File: src/rtl/time_set_editor.sv
// -----------------------------------------------------------------------------
// time_set_editor
//
// User editor for the 10-bit start-time word {hour[3:0], minute[5:0]}.
// Three raw active-low pushbuttons are synchronised and debounced. A
// field-select FSM (IDLE -> EDIT_HOUR -> EDIT_MIN -> COMMIT) steps the hour
// (1..12) and the minute (0..59) with wrap-around. An idle timeout abandons an
// unfinished edit. A new start word is published only when the user commits.
//
// Optional feature macro: AUTO_REPEAT_EN
//   When this macro is defined, holding inc or dec in an edit state produces
//   repeated steps. The first repeat comes after REPEAT_DELAY cycles and the
//   following ones every REPEAT_PERIOD cycles.
//
// Ports:
//   clk        in   system clock
//   reset      in   asynchronous active-low reset
//   btn_next   in   raw button (active-low): advance field / commit
//   btn_inc    in   raw button (active-low): increment selected field
//   btn_dec    in   raw button (active-low): decrement selected field
//   start_num  out  committed start word {hour, minute}
//   commit     out  one-cycle pulse when start_num is updated
//   editing    out  high while in EDIT_HOUR or EDIT_MIN
//   hour_tens, hour_ones, min_tens, min_ones  out  BCD of the working value
//   blank_mask out  per-digit blank {hour_tens, hour_ones, min_tens, min_ones}
// -----------------------------------------------------------------------------
module time_set_editor #(
  parameter int DEBOUNCE_CYCLES = 5000000,
  parameter int BLINK_CYCLES    = 12500000,
  parameter int TIMEOUT_CYCLES  = 500000000
`ifdef AUTO_REPEAT_EN
  ,
  parameter int REPEAT_DELAY    = 25000000,
  parameter int REPEAT_PERIOD   = 5000000
`endif
) (
  input  logic       clk,
  input  logic       reset,
  input  logic       btn_next,
  input  logic       btn_inc,
  input  logic       btn_dec,
  output logic [9:0] start_num,
  output logic       commit,
  output logic       editing,
  output logic [3:0] hour_tens,
  output logic [3:0] hour_ones,
  output logic [3:0] min_tens,
  output logic [3:0] min_ones,
  output logic [3:0] blank_mask
);

  localparam int DW = $clog2(DEBOUNCE_CYCLES + 1);
  localparam int BW = $clog2(BLINK_CYCLES + 1);
  localparam int TW = $clog2(TIMEOUT_CYCLES + 1);

  typedef enum logic [1:0] {
    IDLE      = 2'd0,
    EDIT_HOUR = 2'd1,
    EDIT_MIN  = 2'd2,
    COMMIT    = 2'd3
  } state_t;

  // Converts a value in 0..59 into {tens, ones} BCD.
  function automatic logic [7:0] to_bcd(input logic [5:0] v);
    logic [3:0] tens;
    logic [5:0] base;
    if (v >= 6'd50) begin
      tens = 4'd5; base = 6'd50;
    end else if (v >= 6'd40) begin
      tens = 4'd4; base = 6'd40;
    end else if (v >= 6'd30) begin
      tens = 4'd3; base = 6'd30;
    end else if (v >= 6'd20) begin
      tens = 4'd2; base = 6'd20;
    end else if (v >= 6'd10) begin
      tens = 4'd1; base = 6'd10;
    end else begin
      tens = 4'd0; base = 6'd0;
    end
    to_bcd = {tens, 4'(v - base)};
  endfunction

  // Button bit order: [0]=next, [1]=inc, [2]=dec. A bit value of 1 means released.
  logic [2:0]    raw_s;
  logic [2:0]    sync1_r, sync2_r, deb_r, press_r;
  logic [DW-1:0] deb_cnt_r [3];

  assign raw_s = {btn_dec, btn_inc, btn_next};

  // Synchronise each button, debounce it, and emit a pulse on each accepted press.
  always_ff @(posedge clk or negedge reset) begin
    if (!reset) begin
      sync1_r <= 3'b111;
      sync2_r <= 3'b111;
      deb_r   <= 3'b111;
      press_r <= 3'b000;
      for (int i = 0; i < 3; i++) begin
        deb_cnt_r[i] <= '0;
      end
    end else begin
      sync1_r <= raw_s;
      sync2_r <= sync1_r;
      for (int i = 0; i < 3; i++) begin
        if (sync2_r[i] != deb_r[i]) begin
          if (deb_cnt_r[i] == DW'(DEBOUNCE_CYCLES - 1)) begin
            deb_r[i]     <= sync2_r[i];
            deb_cnt_r[i] <= '0;
            // A press is a debounced high-to-low transition. A release gives no pulse.
            press_r[i]   <= ~sync2_r[i];
          end else begin
            deb_cnt_r[i] <= deb_cnt_r[i] + DW'(1);
            press_r[i]   <= 1'b0;
          end
        end else begin
          deb_cnt_r[i] <= '0;
          press_r[i]   <= 1'b0;
        end
      end
    end
  end

  state_t        state_r, state_next;
  logic [3:0]    hour_r, hour_next;
  logic [5:0]    min_r, min_next;
  logic [9:0]    start_r, start_next;
  logic [TW-1:0] to_cnt_r, to_cnt_next;
  logic [BW-1:0] blink_cnt_r, blink_cnt_next;
  logic          blink_off_r, blink_off_next;
  logic          commit_r, editing_r;
  logic [3:0]    blank_r, blank_next;
  logic [7:0]    hour_bcd_r, min_bcd_r;

  logic ev_next_s, ev_inc_s, ev_dec_s;
  logic any_ev_s, step_inc_s, step_dec_s, step_taken_s;
  logic in_edit_s, next_in_edit_s, timeout_s;

  assign ev_next_s = press_r[0];

`ifdef AUTO_REPEAT_EN
  localparam int RMAX = (REPEAT_DELAY > REPEAT_PERIOD) ? REPEAT_DELAY : REPEAT_PERIOD;
  localparam int RW   = $clog2(RMAX + 1);

  logic [RW-1:0] rep_cnt_r;
  logic          rep_armed_r, rep_pulse_r, hold_s;

  // Exactly one of inc or dec is held, and the FSM is in an edit state.
  assign hold_s = (deb_r[1] ^ deb_r[2]) && ((state_r == EDIT_HOUR) || (state_r == EDIT_MIN));

  // Auto-repeat timer: first step after REPEAT_DELAY, then one every REPEAT_PERIOD.
  always_ff @(posedge clk or negedge reset) begin
    if (!reset) begin
      rep_cnt_r   <= '0;
      rep_armed_r <= 1'b0;
      rep_pulse_r <= 1'b0;
    end else if (!hold_s) begin
      rep_cnt_r   <= '0;
      rep_armed_r <= 1'b0;
      rep_pulse_r <= 1'b0;
    end else if (!rep_armed_r) begin
      if (rep_cnt_r == RW'(REPEAT_DELAY - 1)) begin
        rep_cnt_r   <= '0;
        rep_armed_r <= 1'b1;
        rep_pulse_r <= 1'b1;
      end else begin
        rep_cnt_r   <= rep_cnt_r + RW'(1);
        rep_pulse_r <= 1'b0;
      end
    end else begin
      if (rep_cnt_r == RW'(REPEAT_PERIOD - 1)) begin
        rep_cnt_r   <= '0;
        rep_pulse_r <= 1'b1;
      end else begin
        rep_cnt_r   <= rep_cnt_r + RW'(1);
        rep_pulse_r <= 1'b0;
      end
    end
  end

  assign ev_inc_s = press_r[1] | (rep_pulse_r & ~deb_r[1]);
  assign ev_dec_s = press_r[2] | (rep_pulse_r & ~deb_r[2]);
`else
  assign ev_inc_s = press_r[1];
  assign ev_dec_s = press_r[2];
`endif

  // FSM next state, field arithmetic, and next values for the timeout, blink and display registers.
  always_comb begin
    any_ev_s       = ev_next_s | ev_inc_s | ev_dec_s;
    // next takes priority over inc/dec; inc and dec together cancel each other.
    step_inc_s     = ev_inc_s & ~ev_dec_s & ~ev_next_s;
    step_dec_s     = ev_dec_s & ~ev_inc_s & ~ev_next_s;
    in_edit_s      = (state_r == EDIT_HOUR) || (state_r == EDIT_MIN);
    timeout_s      = in_edit_s && !any_ev_s && (to_cnt_r == TW'(TIMEOUT_CYCLES - 1));
    state_next     = state_r;
    hour_next      = hour_r;
    min_next       = min_r;
    step_taken_s   = 1'b0;
    case (state_r)
      IDLE: begin
        if (ev_next_s) begin
          state_next = EDIT_HOUR;
          hour_next  = start_r[9:6];
          min_next   = start_r[5:0];
        end else begin
          state_next = IDLE;
        end
      end
      EDIT_HOUR: begin
        if (timeout_s) begin
          state_next = IDLE;
          hour_next  = start_r[9:6];
          min_next   = start_r[5:0];
        end else if (ev_next_s) begin
          state_next = EDIT_MIN;
        end else if (step_inc_s) begin
          hour_next    = (hour_r == 4'd12) ? 4'd1 : hour_r + 4'd1;
          step_taken_s = 1'b1;
        end else if (step_dec_s) begin
          hour_next    = (hour_r <= 4'd1) ? 4'd12 : hour_r - 4'd1;
          step_taken_s = 1'b1;
        end else begin
          state_next = EDIT_HOUR;
        end
      end
      EDIT_MIN: begin
        if (timeout_s) begin
          state_next = IDLE;
          hour_next  = start_r[9:6];
          min_next   = start_r[5:0];
        end else if (ev_next_s) begin
          state_next = COMMIT;
        end else if (step_inc_s) begin
          min_next     = (min_r >= 6'd59) ? 6'd0 : min_r + 6'd1;
          step_taken_s = 1'b1;
        end else if (step_dec_s) begin
          min_next     = (min_r == 6'd0) ? 6'd59 : min_r - 6'd1;
          step_taken_s = 1'b1;
        end else begin
          state_next = EDIT_MIN;
        end
      end
      COMMIT: begin
        state_next = IDLE;
      end
      default: begin
        state_next = IDLE;
      end
    endcase

    next_in_edit_s = (state_next == EDIT_HOUR) || (state_next == EDIT_MIN);

    // Publish the word on entry to COMMIT so that commit and start_num change together.
    if (state_next == COMMIT) begin
      start_next = {hour_r, min_r};
    end else begin
      start_next = start_r;
    end

    // The timeout counter runs only while the FSM stays in one edit state with no events.
    if (!next_in_edit_s || any_ev_s || (state_next != state_r)) begin
      to_cnt_next = '0;
    end else begin
      to_cnt_next = to_cnt_r + TW'(1);
    end

    // Restart the blink in the visible phase so that a change shows immediately.
    if ((state_next != state_r) || step_taken_s) begin
      blink_cnt_next = '0;
      blink_off_next = 1'b0;
    end else if (blink_cnt_r == BW'(BLINK_CYCLES - 1)) begin
      blink_cnt_next = '0;
      blink_off_next = ~blink_off_r;
    end else begin
      blink_cnt_next = blink_cnt_r + BW'(1);
      blink_off_next = blink_off_r;
    end

    case (state_next)
      EDIT_HOUR: blank_next = blink_off_next ? 4'b1100 : 4'b0000;
      EDIT_MIN:  blank_next = blink_off_next ? 4'b0011 : 4'b0000;
      default:   blank_next = 4'b0000;
    endcase
  end

  // State, working values, committed word, counters, and registered outputs.
  always_ff @(posedge clk or negedge reset) begin
    if (!reset) begin
      state_r     <= IDLE;
      hour_r      <= 4'd12;
      min_r       <= 6'd0;
      start_r     <= 10'd768;
      to_cnt_r    <= '0;
      blink_cnt_r <= '0;
      blink_off_r <= 1'b0;
      commit_r    <= 1'b0;
      editing_r   <= 1'b0;
      blank_r     <= 4'b0000;
      hour_bcd_r  <= 8'h12;
      min_bcd_r   <= 8'h00;
    end else begin
      state_r     <= state_next;
      hour_r      <= hour_next;
      min_r       <= min_next;
      start_r     <= start_next;
      to_cnt_r    <= to_cnt_next;
      blink_cnt_r <= blink_cnt_next;
      blink_off_r <= blink_off_next;
      commit_r    <= (state_next == COMMIT);
      editing_r   <= next_in_edit_s;
      blank_r     <= blank_next;
      hour_bcd_r  <= to_bcd({2'b00, hour_next});
      min_bcd_r   <= to_bcd(min_next);
    end
  end

  assign start_num  = start_r;
  assign commit     = commit_r;
  assign editing    = editing_r;
  assign hour_tens  = hour_bcd_r[7:4];
  assign hour_ones  = hour_bcd_r[3:0];
  assign min_tens   = min_bcd_r[7:4];
  assign min_ones   = min_bcd_r[3:0];
  assign blank_mask = blank_r;

endmodule

File: config.mk
export PLATFORM = sky130hd
export DESIGN_NAME = time_set_editor
export DESIGN_NICKNAME = d
export VERILOG_FILES = /design/src/rtl/time_set_editor.sv
export SDC_FILE = /design/constraint.sdc
export NUM_CORES = 1
export LEC_CHECK = 0
export ABC_CLOCK_PERIOD_IN_PS = 4200
export CORE_AREA = 2 2 177 179
export CTS_CLUSTER_DIAMETER = 80
export DETAILED_ROUTE_END_ITERATION = 10
export DIE_AREA = 0 0 179 181
export SYNTH_ARGS = -nofsm -noshare
export SYNTH_HDL_FRONTEND = slang
export SYNTH_SLANG_ARGS = --single-unit
File: constraint.sdc
create_clock -name clk -period 4.2 [get_ports clk]
set_input_delay 0.84 -clock clk [delete_from_list [all_inputs] [get_ports clk]]
set_output_delay 0.84 -clock clk [all_outputs]
set_load 0.01 [all_outputs]
* After elaboration in Yosys (flattened, before gate mapping) *
Cells that the tools add are included.

operators by class
  $add $sub $neg = 11
  order comparisons = 9
  equality and inequality tests = 16
  mux-type cells = 67
  bitwise operators = 13
  reduce and logical (&&, ||, !) cells = 15

operator list
  cell                                                               number
  2-to-1 mux 23 bit                                                  6
  adder 23 x 1 -> 23 bit, second input constant                      3
  == test 23 bit, second input constant                              3
  2-to-1 mux 4 bit                                                   16
  2-to-1 mux 24 bit                                                  2
  2-to-1 mux 6 bit                                                   8
  adder 29 x 1 -> 29 bit, second input constant                      1
  == test 29 bit, second input constant                              1
  2-to-1 mux 29 bit                                                  1
  adder 24 x 1 -> 24 bit, second input constant                      1
  == test 24 bit, second input constant                              1
  2-to-1 mux 2 bit                                                   11
  greater-or-equal comparator 6 bit, second input constant           3
  one-hot mux 6 bit (3 select lines)                                 1
  2-to-1 mux 1 bit                                                   16
  greater-or-equal comparator 6 x 5 -> 1 bit, second input constant  2
  one-hot mux 4 bit (3 select lines)                                 1
  2-to-1 mux 3 bit                                                   3
  == test 2 bit, second input constant                               4
  one-hot mux 2 bit (4 select lines)                                 1
  one-hot mux 4 bit (2 select lines)                                 1
  subtractor 4 bit                                                   2
  inverter 1 bit                                                     7
  adder 6 x 1 -> 6 bit, second input constant                        1
  other kinds (20)                                                   35

storage, ports and cells
  register bits = 179
  input bits = 5
  output and inout bits = 32

* Longest topological paths before layout *
Gate-level depths: netlist (run 1).

  depth in word-level cells = 15
  gate-level depth with buffers = 16

* Worst setup path before layout (run 1) *
Ideal clock, no wire load.

  path type = register to register
  start point = register state_r[0]
  end point = register min_bcd_r[3]
  data arrival time = 3.426 ns
  setup slack = 0.651 ns
  stages on the path, launching flop included = 16
  buffers on the path = 1
  cell sequence = dfrtp_1 > inv_1 > ha_1 > nor4bb_1 > nand4b_1 > or3_4 > buf_6 > nand2_4 > a21oi_2 > nor3_4 > nand2_1 > o311a_1 > a31o_2 > ha_1 > fa_1 > xnor2_1

between the ends
  word-level cells in the longest chain between the ends = 13

ends and longest elaborated chain
  item                                                            line      source
  start: declaration                                              122       state_t state_r, state_next;
  start signal: assignment                                        301       state_r <= state_next;
  == test 2 x 1 -> 1 bit / == test 2 bit (equally long branches)  192, 198
  logical OR 1 bit                                                192       in_edit_s = (state_r == EDIT_HOUR) || (state_r == EDIT_MIN);
  logical AND 1 bit (2 in series)                                 193       timeout_s = in_edit_s && !any_ev_s && (to_cnt_r == TW'(TIMEOUT_CYCLES - 1));
  2-to-1 mux 6 bit, on equally long branches                      226, 209
  one-hot mux 6 bit (3 select lines) (*)                          198       case (state_r)
  greater-or-equal comparator 6 x 4 -> 1 bit                      75        end else if (v >= 6'd10) begin
  2-to-1 mux 4 bit                                                75
  2-to-1 mux 4 bit                                                73        end else if (v >= 6'd20) begin
  2-to-1 mux 4 bit                                                71        end else if (v >= 6'd30) begin
  2-to-1 mux 4 bit                                                69        end else if (v >= 6'd40) begin
  2-to-1 mux 4 bit                                                67        if (v >= 6'd50) begin
  subtractor 4 bit (*)                                            80        to_bcd = {tens, 4'(v - base)};
  end signal: assignment                                          312       min_bcd_r <= to_bcd(min_next);
  end: declaration                                                131       logic [7:0] hour_bcd_r, min_bcd_r;

Every way passes the cells marked *; elsewhere a longest branch is shown, timed or not.
A chain may end at the register's enable or synchronous reset.

* Worst setup path in the final report (run 1) *
Same ends and word-level chain as after synthesis.

==> results of run 1 <==
[power groups by stage]
| stage | Clock (W) | Combinational (W) | Sequential (W) |
|---|---|---|---|
| after global placement | 0 | 0.0000651 | 0.00170 |
| after detailed placement | 0 | 0.0000653 | 0.00170 |
| after global routing | 0.00184 | 0.0000742 | 0.00167 |
| final | 0.00171 | 0.0000617 | 0.00167 |
| after CTS | 0.00176 | 0.0000660 | 0.00167 |
| after floorplan | 0 | 0.0000230 | 0.00170 |
[repair_timing]
item,CTS,global route
setup buffers,0,1
setup endpoints to repair,0,2
resized for setup,0,0
[placed cells by master (no fill, tap or decap), types with 4 or more instances in the layout]
cell type | synthesis | routed
and2_1 | 10 | 10
or3_1 | 9 | 9
o41ai_1 | 4 | 4
nor4b_1 | 7 | 7
or4_1 | 5 | 5
nor3b_1 | 5 | 5
and4_1 | 7 | 7
o21ai_0 | 22 | 22
dfrtp_1 | 156 | 156
xnor2_1 | 46 | 46
nand3_1 | 59 | 59
nand2_1 | 75 | 75
clkinvlp_4 | 0 | 6
ha_1 | 22 | 22
inv_1 | 37 | 37
nand4_1 | 21 | 21
nor2_1 | 144 | 144
clkbuf_16 | 0 | 17
nor4_1 | 9 | 9
nand4b_1 | 5 | 5
clkdlybuf4s50_1 | 0 | 31
and3_1 | 35 | 35
conb_1 | 1 | 4
buf_4 | 8 | 14
dfstp_2 | 15 | 15
nor3_1 | 9 | 9
xor2_1 | 72 | 72
bufinv_16 | 0 | 4
nor4bb_1 | 4 | 4
a21oi_1 | 24 | 24
o22ai_1 | 5 | 5
a31oi_1 | 6 | 6
mux2_2 | 12 | 12
nor2b_1 | 9 | 9
[worst reg2reg max path: stages, from the launching register on]
cell and delay [ps]:
dfrtp_1 430, inv_1 110, ha_1 320, nor4bb_1 230
nand4b_1 130, buf_4 180, or3_4 470, nor2_1 160
a211oi_2 80, nor3_4 250, nand2_1 120, o311a_1 330
a31o_2 230, ha_1 200, fa_1 380, xnor2_1 140
[metal layers]
layer	GRT usage	vias up	part of all wire
met1	0.1730	3344	0.48
met4	0.03675	0	0.010
met3	0.02904	15	0.042
met2	0.1978	151	0.47
li1	-	3300	-
met5	0	-	0
[area by class of cell]
class | instances | area [um^2] | area share
Clock inverter | 12 | 185.2 | 0.01768
Multi-Input combinational cell | 695 | 4442 | 0.4240
Timing Repair Buffer | 47 | 446.7 | 0.04264
Clock buffer | 20 | 466.7 | 0.04455
Sequential cell | 171 | 4298 | 0.4102
Inverter | 38 | 142.6 | 0.01362
Tap cell | 396 | 495.5 | 0.04729
[registers in the layout, indices dropped and copies added (netlist names), 4 cells and up]
signal and count:
blink_cnt_r 24, deb_cnt_r 69, hour_bcd_r 4, hour_r 4
min_bcd_r 6, min_r 6, start_num 10, to_cnt_r 29
[final timing paths]
kind	from	slack (ps)	cells after the start	endpoint
worst min register to register	sync1_r[1]	360	0	sync2_r[1]
min in group asynchronous	reset	380	1	hour_bcd_r[2]
max in group asynchronous	reset	2880	2	start_num[8]
worst max register to register	state_r[0]	360	15	min_bcd_r[3]
worst max-delay path	state_r[0]	360	15	min_bcd_r[3]
worst min-delay path	sync1_r[1]	360	0	sync2_r[1]
[kinds of logic (layout without fill, tap and decap cells)]
| group | after synthesis | in the layout | synth area share |
|---|---|---|---|
| buffers and inverters | 80 | 117 | 0.03872 |
| XOR/XNOR | 118 | 118 | 0.1138 |
| AO/OA/AOI/OAI | 103 | 103 | 0.07855 |
| other | 1 | 4 | 0.0004130 |
| flip-flops | 171 | 171 | 0.4733 |
| adder cells (fa/ha/maj) | 24 | 24 | 0.03362 |
| multiplexers | 15 | 15 | 0.01819 |
| AND/OR/NAND/NOR | 431 | 431 | 0.2434 |
[stage by stage]
stage | hold slack, ps | utilization | cell area (um^2)
final | 357.1 | 0.3452 | 10480
after global routing | 366.7 | 0.3452 | 10480
after CTS | 357.3 | 0.3449 | 10470
after detailed placement | 346.8 | 0.3235 | 9817
after global placement | 346.2 | 0.3235 | 9817
after floorplan | 345.2 | - | 9091
==> impl_metrics.tcl, run 1 <==
set metrics [dict create \
    crit_family "simple AND/OR/NAND/NOR gates" \
    ir_drop_uv 273.4 \
    die_area_um2 32400 \
    ioPinCount 37 \
    required_ps 4510 \
    relSlewSlack 0.4662 \
    cts_root_buf "clkbuf_16" \
    start_util 0.2992 \
    finalCritPeriodShare 0.9141 \
    syn_area_per_cell_um2 9.629 \
    drt_iter0_drc 411 \
    grt_max_degree 71 \
    die_y_um 181 \
    maxCapViolCount 0 \
    hold_viol 0 \
    drive_gt1_frac 0.09766 \
    internal_power_w 0.002722 \
    clockBufferDepth 2 \
    pre_cts_slack_ps 269.8 \
    worstSetupPathType "reg -> reg" \
    cts_hold_buf 0 \
    synth_edf_count 0 \
    antenna_found_initial 0 \
    power_density_nw_per_um2 328.2 \
    ant_nets 0 \
    end_kind "register" \
    dp_hpwl_mm 13.26 \
    crit_buf_inv 2 \
    cpMaxStageDelayCell "or3_4" \
    swShare 0.2082 \
    area_growth_pct 15.38 \
    slew_viol_final 0 \
    synth_top_flop_cell "dfrtp_1" \
    finClkSkew_ps 13.67 \
    hp-class "reg -> reg" \
    fin_nets 998 \
    pwr-share-clk 0.497 \
    tightest_slew_ps 800.6 \
    drt-vias-per-instance 4.938 \
    instances_no_fill 1379 \
    portBuffers 32 \
    crit_top_cell "ha_1" \
    path_clk_slew_ps 70 \
    p_seq_frac 0.485 \
    synth-seq-cells 171 \
    diodes 0 \
    switchingPower_w 0.0007157 \
    via_count 6810 \
    die_w_um 179 \
    syn-cell-area_um2 9080 \
    fin_crit_ps 3839 \
    grt_pass1_wl_mm 33.62 \
    drc 0 \
    status "complete, no violations" \
    design_power_total_w 0.003438 \
    synth_cells 943 \
    cts_num_sinks 171 \
    p_comb_frac 0.018 \
    synthArstFlopShare 1.000 \
    finalWorstSetupSlack_ps 360.9 \
    grt_setup_unrepaired "no" \
    synthTopCellsByCount "dfrtp_1, nor2_1, nand2_1, xor2_1, nand3_1" \
    cts_htree_levels 4 \
    clock_latency_ps 420 \
    routedWlPerCell_um 13.85 \
    tns_ps 0 \
    cts_inserted_buffers 17 \
    rows 64 \
    grt_pass1_vias 6800 \
    gr-total-overflow 0 \
    cpPeakStageDelay_ps 460 \
    yosys_warnings 0 \
    synth_area_leaders "dfrtp_1, xor2_1, nor2_1, xnor2_1, dfstp_2" \
    cp_max_fo 13 \
    place_inst 1346 \
    synth_most_common_cell "dfrtp_1" \
    yosys.area.top_type "dfrtp_1" \
    clock.fmax_ghz 0.2605 \
    num-fill-cells 3056 \
    cp.arrival_ps 4150 \
    setup_viol 0 \
    tritoncts "yes" \
    gp_congestion 0.8828 \
    start_kind "register" \
    p_leak_nw 4.416 \
    grt.total_usage 0.1262 \
    routed_wirelength_mm 19.10 \
    path_cells "inv_1 -> ha_1 -> nor4bb_1 -> nand4b_1 -> buf_4 -> or3_4 -> nor2_1 -> a211oi_2 -> nor3_4 -> nand2_1 -> o311a_1 -> a31o_2 -> ha_1 -> fa_1 -> xnor2_1" \
    coreArea_um2 30350 \
    synth-seq-area-share 0.4733 \
    dr.pass1.iters 5 \
    synth_top_area_frac 0.4299 \
    synth_cell_type_count 79 \
]
Power figures use the tool's default switching activity.
==> run 2: changes to the inputs <==
SKIP_LAST_GASP = 1   (was not set)
==> results of run 2 <==
No change in the layout: final DEF, timing and power equal those of run 1.
==> run 3: changes to the inputs <==
CAP_MARGIN = 10   (was not set)
==> results of run 3 <==
No change in the layout: final DEF, timing and power equal those of run 1.
